File: config.mk
export PLATFORM = sky130hd
export DESIGN_NAME = delay_chain_counter
export DESIGN_NICKNAME = d
export VERILOG_FILES = /design/src/rtl/delay_chain_counter.sv
export SDC_FILE = /design/constraint.sdc
export NUM_CORES = 1
export LEC_CHECK = 0
export CORE_AREA = 10 10 116 118
export DETAILED_ROUTE_END_ITERATION = 12
export DIE_AREA = 0 0 126 128
export PLACE_DENSITY = 0.87
export SYNTH_ARGS = -nofsm -noshare
export SYNTH_HDL_FRONTEND = slang
export SYNTH_SLANG_ARGS = --single-unit
File: constraint.sdc
create_clock -name clk -period 5.55 [get_ports clk]
set_input_delay 0.8325 -clock clk [delete_from_list [all_inputs] [get_ports clk]]
set_output_delay 0.8325 -clock clk [all_outputs]
set_load 0.02 [all_outputs]
File: src/rtl/delay_chain_counter.sv
// rtl/delay_chain_counter.sv - free-running stage-0 counter with a timed +1 propagation chain (option: DCC_SAT_EN)
//
// Stage 0 counts every PERIOD enabled clocks. A load seeds stage 0 and starts
// a chain that writes stage k = stage k-1 + 1 every HOP clocks, then pulses done.
// Define DCC_SAT_EN to make every +1 saturate at all-ones instead of wrapping.

module delay_chain_counter #(
  parameter int WIDTH   = 32,
  parameter int PERIOD  = 7,
  parameter int HOP     = 10,
  parameter int NSTAGES = 3
) (
  input  logic                       clk,
  input  logic                       rst_n,
  input  logic                       en,
  input  logic                       load,
  input  logic [WIDTH-1:0]           load_val,
  output logic                       busy,
  output logic                       done,
  output logic [NSTAGES-1:0]         stage_vld,
  output logic [NSTAGES*WIDTH-1:0]   stage_q
);

  localparam int PW = (PERIOD > 1) ? $clog2(PERIOD) : 1;
  localparam int HW = (HOP > 1) ? $clog2(HOP) : 1;
  // One extra bit so the stage index can step past the last stage harmlessly.
  localparam int SW = $clog2(NSTAGES) + 1;

  localparam logic [PW-1:0] PRESC_MAX = PW'(PERIOD - 1);
  localparam logic [HW-1:0] HOP_MAX   = HW'(HOP - 1);
  localparam logic [SW-1:0] LAST_STG  = SW'(NSTAGES - 1);

  typedef enum logic {
    S_IDLE = 1'b0,
    S_PROP = 1'b1
  } state_t;

  state_t             r_state;
  state_t             w_state_nxt;
  logic [PW-1:0]      r_presc;
  logic [HW-1:0]      r_hop;
  logic [SW-1:0]      r_stg;
  logic [WIDTH-1:0]   r_stage [NSTAGES];
  logic [NSTAGES-1:0] r_vld;
  logic               r_done;

  logic w_tick;
  logic w_hop_end;
  logic w_accept;
  logic w_write;
  logic w_last;

  // Shared +1 used by the stage-0 tick and every stage write.
  function automatic logic [WIDTH-1:0] f_inc(input logic [WIDTH-1:0] x);
`ifdef DCC_SAT_EN
    f_inc = (&x) ? x : x + 1'b1;
`else
    f_inc = x + 1'b1;
`endif
  endfunction

  assign w_tick    = en && (r_presc == PRESC_MAX);
  assign w_hop_end = (r_hop == HOP_MAX);

  // FSM state register.
  always_ff @(posedge clk or negedge rst_n) begin
    if (!rst_n) begin
      r_state <= S_IDLE;
    end else begin
      r_state <= w_state_nxt;
    end
  end

  // Next state plus the load-accept and stage-write strobes.
  always_comb begin
    w_state_nxt = r_state;
    w_accept    = 1'b0;
    w_write     = 1'b0;
    w_last      = 1'b0;
    case (r_state)
      S_IDLE: begin
        if (load) begin
          w_accept    = 1'b1;
          w_state_nxt = S_PROP;
        end
      end
      S_PROP: begin
        // load is ignored here; only the hop timer advances the chain.
        if (w_hop_end) begin
          w_write = 1'b1;
          if (r_stg == LAST_STG) begin
            w_last      = 1'b1;
            w_state_nxt = S_IDLE;
          end
        end
      end
      default: w_state_nxt = S_IDLE;
    endcase
  end

  // Prescaler: a load restarts it so ticks are measured from the load edge.
  always_ff @(posedge clk or negedge rst_n) begin
    if (!rst_n) begin
      r_presc <= '0;
    end else if (w_accept) begin
      r_presc <= '0;
    end else if (en) begin
      if (r_presc == PRESC_MAX) begin
        r_presc <= '0;
      end else begin
        r_presc <= r_presc + 1'b1;
      end
    end
  end

  // Hop timer and index of the next stage to be written.
  always_ff @(posedge clk or negedge rst_n) begin
    if (!rst_n) begin
      r_hop <= '0;
      r_stg <= '0;
    end else if (w_accept) begin
      r_hop <= '0;
      r_stg <= SW'(1);
    end else if (r_state == S_PROP) begin
      if (w_hop_end) begin
        r_hop <= '0;
        r_stg <= r_stg + 1'b1;
      end else begin
        r_hop <= r_hop + 1'b1;
      end
    end
  end

  // Stage registers: stage 0 loads or ticks, stage k copies stage k-1 + 1 on its hop.
  always_ff @(posedge clk or negedge rst_n) begin
    if (!rst_n) begin
      for (int k = 0; k < NSTAGES; k++) begin
        r_stage[k] <= '0;
      end
    end else begin
      // The seed wins over a coincident tick, so load_val is stored as-is.
      if (w_accept) begin
        r_stage[0] <= load_val;
      end else if (w_tick) begin
        r_stage[0] <= f_inc(r_stage[0]);
      end
      for (int k = 1; k < NSTAGES; k++) begin
        if (w_write && (r_stg == SW'(k))) begin
          r_stage[k] <= f_inc(r_stage[k-1]);
        end
      end
    end
  end

  // Valid bits: a load marks only stage 0; each stage write adds its own bit.
  always_ff @(posedge clk or negedge rst_n) begin
    if (!rst_n) begin
      r_vld <= '0;
    end else if (w_accept) begin
      r_vld <= NSTAGES'(1);
    end else begin
      for (int k = 1; k < NSTAGES; k++) begin
        if (w_write && (r_stg == SW'(k))) begin
          r_vld[k] <= 1'b1;
        end
      end
    end
  end

  // done is a one-cycle pulse following the last stage write.
  always_ff @(posedge clk or negedge rst_n) begin
    if (!rst_n) begin
      r_done <= 1'b0;
    end else begin
      r_done <= w_last;
    end
  end

  // Flatten the stage array onto the output bus.
  always_comb begin
    stage_q = '0;
    for (int k = 0; k < NSTAGES; k++) begin
      stage_q[k*WIDTH +: WIDTH] = r_stage[k];
    end
  end

  assign busy      = (r_state == S_PROP);
  assign done      = r_done;
  assign stage_vld = r_vld;

endmodule
Word level (Yosys, flattened, before mapping)
Cells that the tools add are included.
{"block": "word_totals", "register_bits": 111, "out_inout_bits": 101}
{"block": "op_classes", "n_mux": 24, "n_reduce_logical": 10, "bitwise_logic": 1, "n_eq_ne": 4, "add_sub_neg": 5}
{"operator": "adder 32 x 1 -> 32 bit, second input constant", "n": 2}
{"operator": "2-to-1 mux 32 bit", "n": 2}
{"operator": "2-to-1 mux 3 bit", "n": 6}
{"operator": "2-to-1 mux 4 bit", "n": 3}
{"operator": "nonzero test 2 bit", "n": 6}
{"operator": "2-to-1 mux 1 bit", "n": 11}
{"operator": "adder 3 x 1 -> 3 bit, second input constant", "n": 2}
{"operator": "adder 4 x 1 -> 4 bit, second input constant", "n": 1}
{"operator": "== test 4 bit, second input constant", "n": 1}
{"operator": "== test 3 x 1 -> 1 bit, second input constant", "n": 1}
{"operator": "== test 3 x 2 -> 1 bit, second input constant", "n": 1}
{"operator": "== test 3 bit, second input constant", "n": 1}
{"operator": "logical AND 1 bit", "n": 3}
{"operator": "2-to-1 mux 2 bit", "n": 1}
{"operator": "one-hot mux 1 bit (2 select lines)", "n": 1}
{"operator": "AND reduction 2 bit", "n": 1}
{"operator": "NOT 1 bit", "n": 1}

Logic depth before layout (Yosys ltp)
Gate-level depths: netlist of run 1.
{"block": "depth", "depth_word": 6, "depth_mapped": 9}

Worst setup path after synthesis of run 1
Ideal clock, no wire load.
{"block": "synth_path", "kind": "input -> register", "startpoint": "input port en", "endpoint": "register r_stage, in the netlist stage_q[30]", "n_path_buf": 0, "required_time_ns": 5.473, "setup_slack_ns": 3.568, "setup_ns": 0.077, "cell_stages": 5, "arrival_time_ns": 1.905, "path_cell_list": "nand4b_2 nor4_2 nand4_1 xor2_1 o21ai_1"}
{"block": "synth_between", "elab_chain_len": 2}
{"element": "start: declaration", "line_no": "15", "source": "input logic en,"}
{"element": "logical AND 1 bit", "line_no": "62", "source": "assign w_tick = en && (r_presc == PRESC_MAX);"}
{"element": "nonzero test 2 bit (no line)"}
{"element": "end signal: indexed assignment", "line_no": "149", "source": "r_stage[k] <= f_inc(r_stage[k-1]);"}
{"element": "end: declaration", "line_no": "43", "source": "logic [WIDTH-1:0] r_stage [NSTAGES];"}
Every way passes these cells.
A chain may end at the register's enable or synchronous reset.

Worst setup path after layout of run 1
{"block": "layout_path", "startpoint": "register r_stage, in the netlist stage_q[0]", "endpoint": "register r_stage, in the netlist stage_q[20]"}
{"block": "layout_between", "elab_chain_len": 3}
{"element": "adder 32 x 1 -> 32 bit", "line_no": "58", "source": "f_inc = x + 1'b1;"}
{"element": "2-to-1 mux 32 bit", "line_no": "144", "source": "end else if (w_tick) begin"}
{"element": "2-to-1 mux 32 bit", "line_no": "142", "source": "if (w_accept) begin"}
Every way passes these cells. The select of a mux whose other input is x is not followed.

==> impl_results.md, run 1 <==
* Top area cells in the synthesized netlist: dfrtp_1 (47%), nand2_1 (8.4%), xor2_1 (8.2%)
* Antenna-violating nets left at 0
* Antenna Cells at 0
* Mapped Area at 5880 µm²
* Setup ws final at 2.75 ns
* IO Count at 137
* Tmin final at 2.80 ns
* Ys async rst share at 100%
* Die ar. at 16100 µm²
* Setup TNS at 0 ns
* Drt first-iter violations at 357
* RSZ-0062 raised after global routing: no
* Setup Fix Bufs, Post-CTS at 0
* Initial DRT Pass Iterations at 5
* Largest family of logic cells by synthesized area: simple AND/OR/NAND/NOR gates
* GP Congestion at 0.919
* Worst path depth at 6
* CTS clk-pin slew, worst paths at 0.07 ns
* Status: finished clean
* Number of distinct library cells after synthesis at 39
* Avg Inst Size Synth at 9.01 µm²
* Slowest stage cell, crit path: nor2_1
* Core area at 11200 µm²
* Reg2Reg Launch Point: stage_q[0]
* Htree depth at 3
* Die Ht at 128 µm
* Synth Register Bits at 111
* Kind of cell adding the most delay to the critical path: simple AND/OR/NAND/NOR gates
* Share of the synthesized area in the top cell type at 47.3%
* Slew margin rel. at 35.9%
* Layout Utilization at 67.4%
* # hold bufs at CTS at 0
* Hold/Removal Path Class: reg -> reg
* GRT met1 Usage at 24.7%
* Total GRT Usage at 19.3%
* Leading cell type in the layout, fill and taps excluded: clkdlybuf4s50_1
* Clock tree buffer depth at 2
* Nets at 809
* Pwr dens at 498 nW/µm²
* Post-synth EDFFs at 0
* Critical Path Source Type: register
* Cells along the critical path: ha_1, nand3_1, nor2_1, nand4_1, or3_1, a31oi_1
* Reg2reg path depth at 6
* Via Count at 5070
* Adder-cell share of the synthesized area at 1.49%
* Worst Path Arrival at 3.06 ns
* Cts repair resizes at 0
* Compound-Gate Fraction of Synth Area at 9.65%
* Synth Area in XOR/XNOR at 13.9%
* Cell Rows at 39
* Initial antenna violation count at 0
* Clk root buf: clkbuf_16
* Post-Synth Simple-Gate Area at 23.7%
* Syn Inst Count at 652
* Top FF cell, synth: dfrtp_1
* Mux contribution to synthesized area at 0.532%
* Vias in the first global route at 4989
* Largest stage delay, worst path at 0.85 ns
* Min-delay src: stage_vld[0]
* Vias per cell at 5.55
* VDD IR max at 0.267 mV
* MaxCap Viol Count at 0
* Final Slew Violations at 0
* Hold path cells at 1
* I/O Buffers at 136
* Seq/Total Area, Yosys at 47.3%
* HPWL after detailed placement at 12000 µm
* Largest net degree at the start of global routing at 71
* Total routed wirelength at 15900 µm
* Crit path from: stage_q[0]
* Most frequent cells in the layout: clkdlybuf4s50_1 (135), nand2_1 (129), dfrtp_1 (111)
* Endpoints failing setup at 0
* Routed len/inst at 17.4 µm
* Setup Crit Path Kind: reg -> reg
* Area Growth Syn to Fin at 28.7%
* Die Span X at 126 µm
* First-pass GRT wire length at 25900 µm
* Gr busiest metal: met2
* Leakage at 2.92 nW
* Clock sinks at 111
* Initial Util at 52.4%
* Tightest Pin Transition at 0.958 ns
* R2R Setup Slk at 2.75 ns
* Dpl ws at 2.58 ns
* CTS tree: built
* Crit path max fanout at 12
* GR Util met2 at 31.0%
* Syn Nets at 695
* Grt ovf at 0
* Final hold violations at 0
* Crit end category: register
* GR Layer Usage met3 at 4.71%
* Layout cells sized above 1 at 4.41%
* Period utilisation layout at 50.4%
* Clk_skew at 0.00468 ns
* Worst Path Buf+Inv at 0
* CTS Buf Count at 9
* YS warnings at 0
* Fmax at 358 MHz
* Worst endpoint required time at 5.81 ns
* Insertion delay to the later sink of the worst-skew pair at 0.34 ns
* DR DRC count at 0
* Yosys top cell by area: dfrtp_1
[path summary, 6_finish.rpt]
path / endpoint
setup / recovery: stage_q[20]
hold / removal: stage_vld[0]
setup reg to reg: stage_q[20]
hold reg to reg: stage_vld[0]
max in group asynchronous: stage_q[40]
min in group asynchronous: stage_q[0]
[sequential cells by signal, summed over array words and instances (netlist names)]
signal,count
r_hop,4
r_presc,3
stage_q,96
busy,1
r_stg,3
stage_vld,3
done,1
[report_power, final]
group	switching [mW]	leakage (nW)	internal (mW)	total, mW
sequential	0.488	1.45	1.10	1.59
combinational	0.812	1.33	0.776	1.59
clock	0.288	0.136	0.303	0.591
[final cells by class]
type	count	area [µm²]
flip-flops and latches	111	2780
repair buffers	140	1390
clock buffers	10	229
inverters	12	45.0
well taps	143	179
multi-input cells	492	2910
clock inverters	6	37.5
fillers	880	3660
[Yosys cell counts (all sizes together), types with 2 or more instances]
library cell	number
xor2	55
nand4	26
nor2	20
nand3	40
nand2b	2
and4	7
clkbuf	27
nand3b	2
and3	10
and2	4
buf	10
a22o	3
nor4	13
dfrtp	111
inv	12
a21oi	5
nand2	131
nor3	18
mux2i	2
ha	7
xnor2	38
o21ai	97
nand4b	3
[worst register-to-register path: stages, from the launching register on]
cell,delay [ns]
dfrtp_1,0.47
ha_1,0.25
nand3_1,0.32
nor2_1,0.85
nand4_1,0.29
or3_1,0.38
a31oi_1,0.17
[layer usage]
metal / vias up / wire length [µm]
met5: - / 0
met4: 0 / 277
met3: 21 / 1080
met2: 166 / 7540
met1: 2409 / 7040
li1: 2474 / -
[metrics by stage]
step / hold WS, ns / total power [mW] / area, µm² / instances
global placement: 0.451 / 3.12 / 7300 / 898
global route: 0.483 / 4.00 / 7560 / 914
floorplan: 0.510 / 2.36 / 5880 / 652
finish: 0.474 / 3.77 / 7560 / 914
CTS: 0.473 / 3.78 / 7560 / 914
detailed placement: 0.456 / 3.19 / 7300 / 898
[cell families after synthesis]
kind of cell,Yosys count
AO/OA/AOI/OAI,109
XOR/XNOR,93
adder cells (fa/ha/maj),7
buffers and inverters,49
flip-flops,111
multiplexers,3
AND/OR/NAND/NOR,280
No activity file was read; power rests on OpenSTA's default activity.
==> run 2, diff against run 1 <==
Settings changed: CORE_AREA 10 10 116 118 to 10 10 119 121, DIE_AREA 0 0 126 128 to 0 0 129 131, PLACE_DENSITY 0.87 to 0.83.
Clock period 5.55 ns to 2.7 ns, I/O delays scaled along.
==> run 2 against run 1 <==
The flow now finishes with violations (hold timing). Total power grew 110%. Cell area grew 1.6%. Clock skew is essentially flat. Non-clock buffer count grew 5. Utilization shrank 2.3 points. First-iteration DRC count grew 39%. Largest cell class unchanged. Highest routed layer unchanged.
==> impl_results.md, run 2 (same netlist as run 1, synthesis figures left out) <==
* Clk root buf: clkbuf_16
* Reg2reg path depth at 6 (unchanged)
* Comb power frac at 41.4% (-0.7 points)
* Pwr dens at 1030 nW/µm² (+110%)
* Tmin final at 2.20 ns
* MaxCap Viol Count at 0 (unchanged)
* Sequential Power Share at 41.3% (-0.9 points)
* HPWL after detailed placement at 12200 µm (+1.3%)
* RSZ-0062 raised after global routing: no
* FILL cells at 979 (+11%)
* Clk_skew at 0.00465 ns (-0.0000309 ns)
* Drt first-iter violations at 497 (+39%)
* Crit path max fanout at 10 (-2)
* Antenna-violating nets left at 0 (unchanged)
* Gr busiest metal: met2
* Most frequent cells in the layout: clkdlybuf4s50_1 (135), nand2_1 (129), dfrtp_1 (111)
* GRT met1 Usage at 24.3% (-0.44 points)
* Initial DRT Pass Iterations at 5 (unchanged)
* Violated checks: hold timing
* GP Congestion at 0.910 (-0.90%)
* Grt ovf at 0 (unchanged)
* Clock network power share at 17.3% (+1.6 points)
* Period utilisation layout at 81.4%
* Crit path from: en
* Antenna Cells at 0 (unchanged)
* Initial antenna violation count at 0 (unchanged)
* Die Ht at 131 µm (+2.3%)
* Worst endpoint required time at 2.97 ns (-2.84 ns)
* Status: finished with violations
* GR Util met2 at 31.3% (+0.32 points)
* Area Growth Syn to Fin at 30.8%
* Clock tree buffer depth at 2 (unchanged)
* Fmax at 455 MHz
* Sw Ratio at 41.3% (-0.86 points)
* Setup crit end: stage_q[28]
* Leakage at 2.98 nW (+1.9%)
* Die Span X at 129 µm (+2.4%)
* IO Count at 137 (unchanged)
* Insertion delay to the later sink of the worst-skew pair at 0.34 ns (about the same)
* Largest register FFs at 96 (unchanged)
* CTS tree: built
* Initial Util at 49.7% (-2.6 points)
* Power Internal at 4.66 mW (+110%)
* Setup Crit Path Kind: in -> reg
* Tightest Pin Transition at 0.905 ns (-0.0533 ns)
* Vias per cell at 5.57 (+0.41%)
* Worst hold slack at -0.00558 ns (-0.480 ns)
* Final hold violations at 4 (+4)
* Largest net degree at the start of global routing at 82 (+15%)
* Leading cell type in the layout, fill and taps excluded: clkdlybuf4s50_1
* Slew margin rel. at 39.2% (+3.3 points)
* Setup TNS at 0 ns (unchanged)
* I/O Buffers at 136 (unchanged)
* Nets at 814 (+0.62%)
* Reg2Reg Launch Point: stage_q[4]
* DR DRC count at 0 (unchanged)
* Core area at 11800 µm² (+5.2%)
* Layout Utilization at 65.1% (-2.3 points)
* CTS Buf Count at 9 (unchanged)
* CTS clk-pin slew, worst paths at 0.07 ns (about the same)
* Final Slew Violations at 0 (unchanged)
* Worst Path Arrival at 2.46 ns (-0.60 ns)
* Reg2reg end: stage_q[15]
* Hold/Removal Path Class: in -> async
* Die ar. at 16900 µm² (+4.8%)
* Via Count at 5141 (+1.4%)
* Critical Path Source Type: primary input
* Setup Fix Bufs, Post-CTS at 0 (unchanged)
* First-pass GRT wire length at 26400 µm (+1.9%)
* Layout cells sized above 1 at 5.03% (+0.62 points)
* Crit end category: register
* Vias in the first global route at 5169 (+3.6%)
* Total routed wirelength at 16300 µm (+2.2%)
* Cts repair resizes at 0 (unchanged)
* Routed len/inst at 17.6 µm (+1.2%)
* GR Layer Usage met3 at 3.91% (-0.81 points)
* R2R Setup Slk at 0.53 ns (-2.22 ns)
* # hold bufs at CTS at 0 (unchanged)
* Clock sinks at 111 (unchanged)
* Htree depth at 3 (unchanged)
* Endpoints failing setup at 0 (unchanged)
* Cell Rows at 40 (+2.6%)
* VDD IR max at 0.488 mV (+82%)
* Total GRT Usage at 19.2% (-0.092 points)
* P_sw at 3.28 mW (+110%)
run 2: how the worst min path moves through the flow:
stage                from            to  slack, ns  cells past startpoint
floorplan           rst_n          busy       0.11                      0
global placement    rst_n  stage_vld[0]       0.37                      1
detailed placement  rst_n  stage_vld[0]       0.37                      1
CTS                 rst_n  stage_vld[0]      0.004                      1
global route        rst_n  stage_vld[0]       0.02                      1
finish              rst_n  stage_vld[0]     -0.006                      1
run 2: critical path, stage by stage:
cell and delay, ns:
clkdlybuf4s50_1 0.61, nand4b_2 0.35, nor4_2 0.60, nand4_1 0.17, xor2_1 0.19, o21ai_1 0.14
run 2: power groups by stage:
stage	combinational (mW)	clock, mW	sequential, mW
floorplan	1.26	0	3.59
global placement	3.21	0	3.21
detailed placement	3.31	0	3.26
CTS	3.33	1.40	3.24
global route	3.54	1.46	3.38
finish	3.29	1.37	3.28
run 2: metrics by stage:
stage          hold slack [ns]  std cells  setup WS (ns)  instance area [µm²]  total power, mW
2_1_floorplan            0.109        652          0.729                 5880             4.85
3_3_place_gp             0.368        907          0.266                 7380             6.42
3_5_place_dp             0.375        907          0.190                 7380             6.57
4_1_cts                0.00416        923          0.519                 7690             7.97
5_1_grt                 0.0198        923          0.300                 7690             8.38
6_report              -0.00558        923          0.502                 7690             7.94
run 2: cell type report:
class	count	area (µm²)	area share (%)
multi-input combinational	492	2910	37.8
clock inverter	3	40.0	0.521
inverter	12	45.0	0.586
tap	147	184	2.39
clock buffer	13	270	3.52
timing repair buffer	145	1460	19.0
sequential	111	2780	36.1
run 2: metal layers:
metal  wire length, µm  share of wire [%]
met1              7040                 43
met2              7700                 47
met3              1110                6.8
met4               440                2.7
met5                 0                  0
